`config.mk`:
```
export PLATFORM = sky130hd
export DESIGN_NAME = instr_mem_ld
export DESIGN_NICKNAME = d
export VERILOG_FILES = /design/src/rtl/imem_pkg.sv /design/src/rtl/imem_array.sv /design/src/rtl/instr_mem_ld.sv
export SDC_FILE = /design/constraint.sdc
export NUM_CORES = 2
export LEC_CHECK = 0
export CAP_MARGIN = 20
export CORE_ASPECT_RATIO = 0.5
export CORE_MARGIN = 3
export CORE_UTILIZATION = 65
export DETAILED_ROUTE_END_ITERATION = 10
export PLACE_DENSITY = 0.89
export SYNTH_ARGS = -nofsm -noshare
export SYNTH_HDL_FRONTEND = slang
export SYNTH_SLANG_ARGS = --single-unit
```
`constraint.sdc`:
```
create_clock -name clk -period 11.8 [get_ports clk]
set_input_delay 2.36 -clock clk [delete_from_list [all_inputs] [get_ports clk]]
set_output_delay 2.36 -clock clk [all_outputs]
set_load 0.02 [all_outputs]
```
`src/rtl/imem_pkg.sv`:
```
// Shared types and helpers for the loadable instruction memory.
package imem_pkg;

  typedef enum logic [1:0] {
    IDLE = 2'd0,
    LOAD = 2'd1,
    RUN  = 2'd2
  } imem_state_t;

  // Word depth for a byte-address width.
  function automatic int unsigned imem_depth(input int unsigned addr_w);
    return 32'd1 << (addr_w - 32'd2);
  endfunction

endpackage

```
`src/rtl/imem_array.sv`:
```
// Instruction word storage: one write port, one synchronous read port, no reset.
module imem_array #(
  parameter int unsigned AW = 7,
  parameter int unsigned W  = 32
) (
  input  logic          clk,
  input  logic          we,
  input  logic [AW-1:0] waddr,
  input  logic [W-1:0]  wdata,
  input  logic          re,
  input  logic [AW-1:0] raddr,
  output logic [W-1:0]  rdata
);

  localparam int unsigned DEPTH = 32'd1 << AW;

  logic [W-1:0] mem_q [DEPTH];

  always_ff @(posedge clk) begin
    if (we) begin
      mem_q[waddr] <= wdata;
    end
  end

  // Read data holds its last value whenever no read is issued.
  always_ff @(posedge clk) begin
    if (re) begin
      rdata <= mem_q[raddr];
    end
  end

endmodule

```
`src/rtl/instr_mem_ld.sv`:
```
// Instruction memory with sequential program-load port and handshaked fetch port.
// Define IMEM_MISALIGN_CHECK_EN to flag fetches whose address is not word aligned.
module instr_mem_ld
  import imem_pkg::*;
#(
  parameter int unsigned INS_ADDRESS = 9,
  parameter int unsigned INS_W       = 32
) (
  input  logic                   clk,
  input  logic                   reset,
  input  logic                   ld_start,
  input  logic                   ld_valid,
  input  logic [INS_W-1:0]       ld_data,
  input  logic                   ld_last,
  output logic                   ld_busy,
  output logic [INS_ADDRESS-2:0] ld_count,
  input  logic                   req_valid,
  input  logic [INS_ADDRESS-1:0] req_addr,
  output logic                   req_ready,
  output logic                   rsp_valid,
  output logic [INS_W-1:0]       rsp_data,
  output logic                   rsp_err,
  input  logic                   rsp_ready
);

  localparam int unsigned WA    = INS_ADDRESS - 2;
  localparam int unsigned CW    = INS_ADDRESS - 1;
  localparam int unsigned DEPTH = imem_depth(INS_ADDRESS);

  imem_state_t    state_q, state_d;
  logic [WA-1:0]  ptr_q, ptr_d;
  logic [CW-1:0]  cnt_q, cnt_d;
  logic           rsp_valid_q, rsp_valid_d;
  logic           wr_en_c;
  logic           accept_c;
  logic [INS_W-1:0] rdata;

  // State, load pointer/counter and response-valid registers.
  always_ff @(posedge clk or posedge reset) begin
    if (reset) begin
      state_q     <= IDLE;
      ptr_q       <= '0;
      cnt_q       <= '0;
      rsp_valid_q <= 1'b0;
    end else begin
      state_q     <= state_d;
      ptr_q       <= ptr_d;
      cnt_q       <= cnt_d;
      rsp_valid_q <= rsp_valid_d;
    end
  end

  // Load sequencing; ld_start always wins over a same-cycle ld_valid.
  always_comb begin
    state_d = state_q;
    ptr_d   = ptr_q;
    cnt_d   = cnt_q;
    wr_en_c = 1'b0;
    unique case (state_q)
      IDLE, RUN: begin
        if (ld_start) begin
          state_d = LOAD;
          ptr_d   = '0;
          cnt_d   = '0;
        end
      end
      LOAD: begin
        if (ld_start) begin
          ptr_d = '0;
          cnt_d = '0;
        end else if (ld_valid) begin
          wr_en_c = 1'b1;
          ptr_d   = ptr_q + WA'(1);
          cnt_d   = cnt_q + CW'(1);
          // Filling the last word ends the load; the pointer never wraps into live code.
          if (ld_last || (ptr_q == WA'(DEPTH - 1))) begin
            state_d = RUN;
          end
        end
      end
      default: begin
        state_d = IDLE;
      end
    endcase
  end

  // Fetch handshake: a held response blocks new accepts until consumed.
  always_comb begin
    req_ready   = (state_q == RUN) && (!rsp_valid_q || rsp_ready);
    accept_c    = req_valid && req_ready;
    rsp_valid_d = accept_c || (rsp_valid_q && !rsp_ready);
  end

  imem_array #(
    .AW (WA),
    .W  (INS_W)
  ) u_array (
    .clk   (clk),
    .we    (wr_en_c),
    .waddr (ptr_q),
    .wdata (ld_data),
    .re    (accept_c),
    .raddr (req_addr[INS_ADDRESS-1:2]),
    .rdata (rdata)
  );

`ifdef IMEM_MISALIGN_CHECK_EN
  logic rsp_err_q;

  always_ff @(posedge clk or posedge reset) begin
    if (reset) begin
      rsp_err_q <= 1'b0;
    end else if (accept_c) begin
      rsp_err_q <= (req_addr[1:0] != 2'b00);
    end
  end

  assign rsp_err = rsp_err_q;
`else
  logic unused_byte_offset;

  assign unused_byte_offset = ^req_addr[1:0];
  assign rsp_err            = 1'b0;
`endif

  // Storage is not reset, so data is masked to zero whenever no response is held.
  assign rsp_data  = rsp_valid_q ? rdata : '0;
  assign rsp_valid = rsp_valid_q;
  assign ld_busy   = (state_q == LOAD);
  assign ld_count  = cnt_q;

endmodule

```
==> reports/summary.txt, run 1 <==
Area contributors post-synth - edfxtp_1 (79%), mux4_2 (19%), clkbuf_1 (0.45%)
Syn Nets - 6167
cell taking the most area after synthesis - edfxtp_1
Seq/Total Area, Yosys - 78.9%
post-synthesis xor/xnor area fraction - 0%
Post-synth top cells - edfxtp_1 (4128), mux4_2 (1344), clkbuf_1 (189)
PortBufs - 88
Starting Density - 65.6%
most frequent cell after synthesis - edfxtp_1
status - stopped before the end
multiplexer share of the synthesized area - 19.4%
Die W - 703 microns
I/O pin cnt - 92
share of flip-flops with an asynchronous set or reset - 0.434%
Synth top area share - 78.6%
synthesized area - 158000 sq um
Yosys cell types - 35
Mapped Cells - 6117
simple-gate share of the synthesized area - 0.632%
synthesized area per cell - 25.8 sq um
Failed at - detailed placement
Placer Congestion - 0.912
hpwl dp - 277000 microns
flops & latches, synth - 4146
Main synth FF type - edfxtp_1
row count - 127
Error - [ERROR DPL-0033] detailed placement checks failed during check placement.
Die Ht - 354 microns
Post-Synth Adder-Cell Area - 0.0159%
number of synthesized flops with an enable pin - 4128
Synth warnings - 0
post-synthesis compound-gate area fraction - 0.146%
main combinational cell family by area after synthesis - multiplexers
==> per-stage QoR <==
stage          hold WS (ps)  setup WS [ps]  cells  cell area (sq um)
2_1_floorplan           511           6270   6117             158000
3_3_place_gp            487           5040   9303             164000
==> cells by family after synthesis <==
kind of cell / count (synthesis)
flip-flops: 4146
other: 1
adder cells (fa/ha/maj): 2
buffers and inverters: 327
AO/OA/AOI/OAI: 38
multiplexers: 1377
AND/OR/NAND/NOR: 226
==> inputs of run 2 (changes only) <==
Settings changed: CORE_ASPECT_RATIO 0.5 to unset, CORE_UTILIZATION 65 to 40, PLACE_DENSITY 0.89 to unset, PLACE_DENSITY_LB_ADDON set to 0.15.
==> reports/summary.txt, run 2 <==
status - completed (was stopped before the end)
synthesized area - 158000 sq um (unchanged)
peak supply drop - 0.000123 V
nets - 6590
post-synthesis compound-gate area fraction - 0.146% (unchanged)
Syn Nets - 6167 (unchanged)
PnR worst setup slack - 5720 ps
Synth top area share - 78.6% (unchanged)
Die Ht - 634 microns (was 354 microns)
Clock Path Buffers - 4
# setup viols final - 0
DR vias - 70.1k
Area contributors post-synth - edfxtp_1 (79%), mux4_2 (19%), clkbuf_1 (0.45%) (unchanged)
Layout Area Growth over Synthesis - 14.5%
Place WS - 4880 ps
Die W - 634 microns (was 703 microns)
total clock sinks - 4146
Max-Cap Viols - 0
Via density - 5.76
final cycle utilization of the critical path - 51.5%
Hold Path Class - flop to flop
simple-gate share of the synthesized area - 0.632% (unchanged)
Final Hold Fails - 0
crit path time final - 6080 ps
Core ar. - 391000 sq um
gr ovfl total - 0
commonest non-fill, non-tap cell in the layout - edfxtp_1
die area - 402000 sq um
Seq/Total Area, Yosys - 78.9% (unchanged)
Clock Tree Root - clkbuf_16
PortBufs - 88 (unchanged)
Iter 0 DRT Violations - 8281
skew final - 59.5 ps
share of flip-flops with an asynchronous set or reset - 0.434% (unchanged)
first-pass GRT wire length - 581000 microns
pin count of the biggest net entering global routing - 118
Leakage - 54.8 nW
Pwr per Cell Area - 172 nW/um^2
antenna violations before repair - 53
Worst Max-Slew Pin Slew - 1100 ps
synthesized area per cell - 25.8 sq um (unchanged)
setup TNS - 0 ps
max reg flops - 4096
main combinational cell family by area after synthesis - multiplexers (unchanged)
Fillers - 31.9k
CP required - 9440 ps
Main synth FF type - edfxtp_1 (unchanged)
CTS resizes - 0
CP endpoint kind - output pin
routed wire length - 421000 microns
RSZ-0062 raised after global routing - false
row count - 229 (was 127)
GRT Util Overall - 20.8%
cell taking the most area after synthesis - edfxtp_1 (unchanged)
Biggest register - u_array.mem_q
ANT nets after route - 0
critical path launch point type - primary input
post-CTS setup buffer count - 0
multiplexer share of the synthesized area - 19.4% (unchanged)
Slew headroom - 26.3%
Post-synth top cells - edfxtp_1 (4128), mux4_2 (1344), clkbuf_1 (189) (unchanged)
clk_lat worst skew - 990 ps
hpwl dp - 223000 microns (was 277000 microns)
number of synthesized flops with an enable pin - 4128 (unchanged)
flops & latches, synth - 4146 (unchanged)
vias in the first global route - 71.9k
Starting Density - 40.3% (was 65.6%)
H-tree Lvls - 5
# hold bufs at CTS - 0
f_max - 164 MHz
total CTS buffers - 433
Worst Path Max Fanout - 2
post-synthesis xor/xnor area fraction - 0% (unchanged)
CP Class - primary input to output pin
Mapped Cells - 6117 (unchanged)
Post-Synth Adder-Cell Area - 0.0159% (unchanged)
Synth warnings - 0 (unchanged)
WL/cell - 34.6 microns
CTS tree - done
Placer Congestion - 0.808 (was 0.912)
worst path arrival time - 3720 ps
Slew Viols, Final - 0
drt pass-1 iters - 5
clock-pin slew on the worst setup and hold paths - 60 ps
most frequent cell after synthesis - edfxtp_1 (unchanged)
fraction of layout instances using a drive strength above 1 - 34.5%
Yosys cell types - 35 (unchanged)
I/O pin cnt - 92 (unchanged)
commonest non-fill, non-tap cells in the layout - edfxtp_1 (4128), mux4_2 (1344), clkbuf_16 (442)
DRC viols - 0
[run 2: cell counts after synthesis]
No cell type changed its count.
[run 2: final timing paths]
kind                                          from                               to  slack, ps  cells after the start
max                                      rsp_ready                        req_ready       5720                      4
min                        ld_count[7]$_DFFE_PP0P_          ld_count[7]$_DFFE_PP0P_        480                      1
max reg2reg                 state_q[1]$_DFFE_PP0P_  u_array.mem_q[106][1]$_DFFE_PP_       7880                      6
min reg2reg                ld_count[7]$_DFFE_PP0P_          ld_count[7]$_DFFE_PP0P_        480                      1
max in group asynchronous                    reset          ld_count[2]$_DFFE_PP0P_       9580                      3
min in group asynchronous                    reset              rsp_valid$_DFF_PP0_       1830                      3
[run 2: power by group]
part | internal [mW] | switching [mW] | leakage (nW)
logic | 0.555 | 0.932 | 10.7
clock network | 7.68 | 5.60 | 6.76
registers | 16.2 | 0.00725 | 37.3
[run 2: final cells by class]
| class | count | area [sq um] | area share (%) |
|---|---|---|---|
| Timing Repair Buffer | 311 | 2680 | 1.48 |
| Multi-Input combinational cell | 1644 | 32900 | 18.2 |
| Antenna cell | 76 | 190 | 0.105 |
| Clock inverter | 254 | 2350 | 1.30 |
| Tap cell | 5197 | 6500 | 3.60 |
| Clock buffer | 542 | 11500 | 6.35 |
| Inverter | 4 | 15.0 | 0.00832 |
| Sequential cell | 4146 | 124000 | 68.9 |
[run 2: kinds of logic after synthesis]
group / Yosys count
flops: 4146
compound gates: 38
simple gates: 226
mux: 1377
fa+ha+maj: 2
buf+inv: 327
other cells: 1
[run 2: critical path, stage by stage]
cell	delay (ps)
clkdlybuf4s50_1	470
inv_1	50
a21oi_1	200
clkdlybuf4s50_1	650
[run 2: through the flow]
step / utilization [%] / power (mW) / instance area, sq um / hold slack (ps) / instances
2_1_floorplan: - / 17.3 / 158000 / 511 / 6117
3_3_place_gp: 42.6 / 18.0 / 166000 / 489 / 11300
3_5_place_dp: 42.6 / 18.0 / 166000 / 477 / 11300
4_1_cts: 46.1 / 31.3 / 180000 / 485 / 12100
5_1_grt: 46.2 / 32.0 / 180000 / 551 / 12100
6_report: 46.2 / 31.0 / 180000 / 482 / 12200
[run 2: layer usage]
layer | GRT usage, % | up-vias | routed length (microns)
li1 | - | 27800 | -
met1 | 29.8 | 39600 | 179000
met2 | 33.9 | 2255 | 206000
met3 | 3.01 | 462 | 25500
met4 | 5.24 | 4 | 10600
met5 | 0 | - | 21
(Power assumes the default switching activity.)
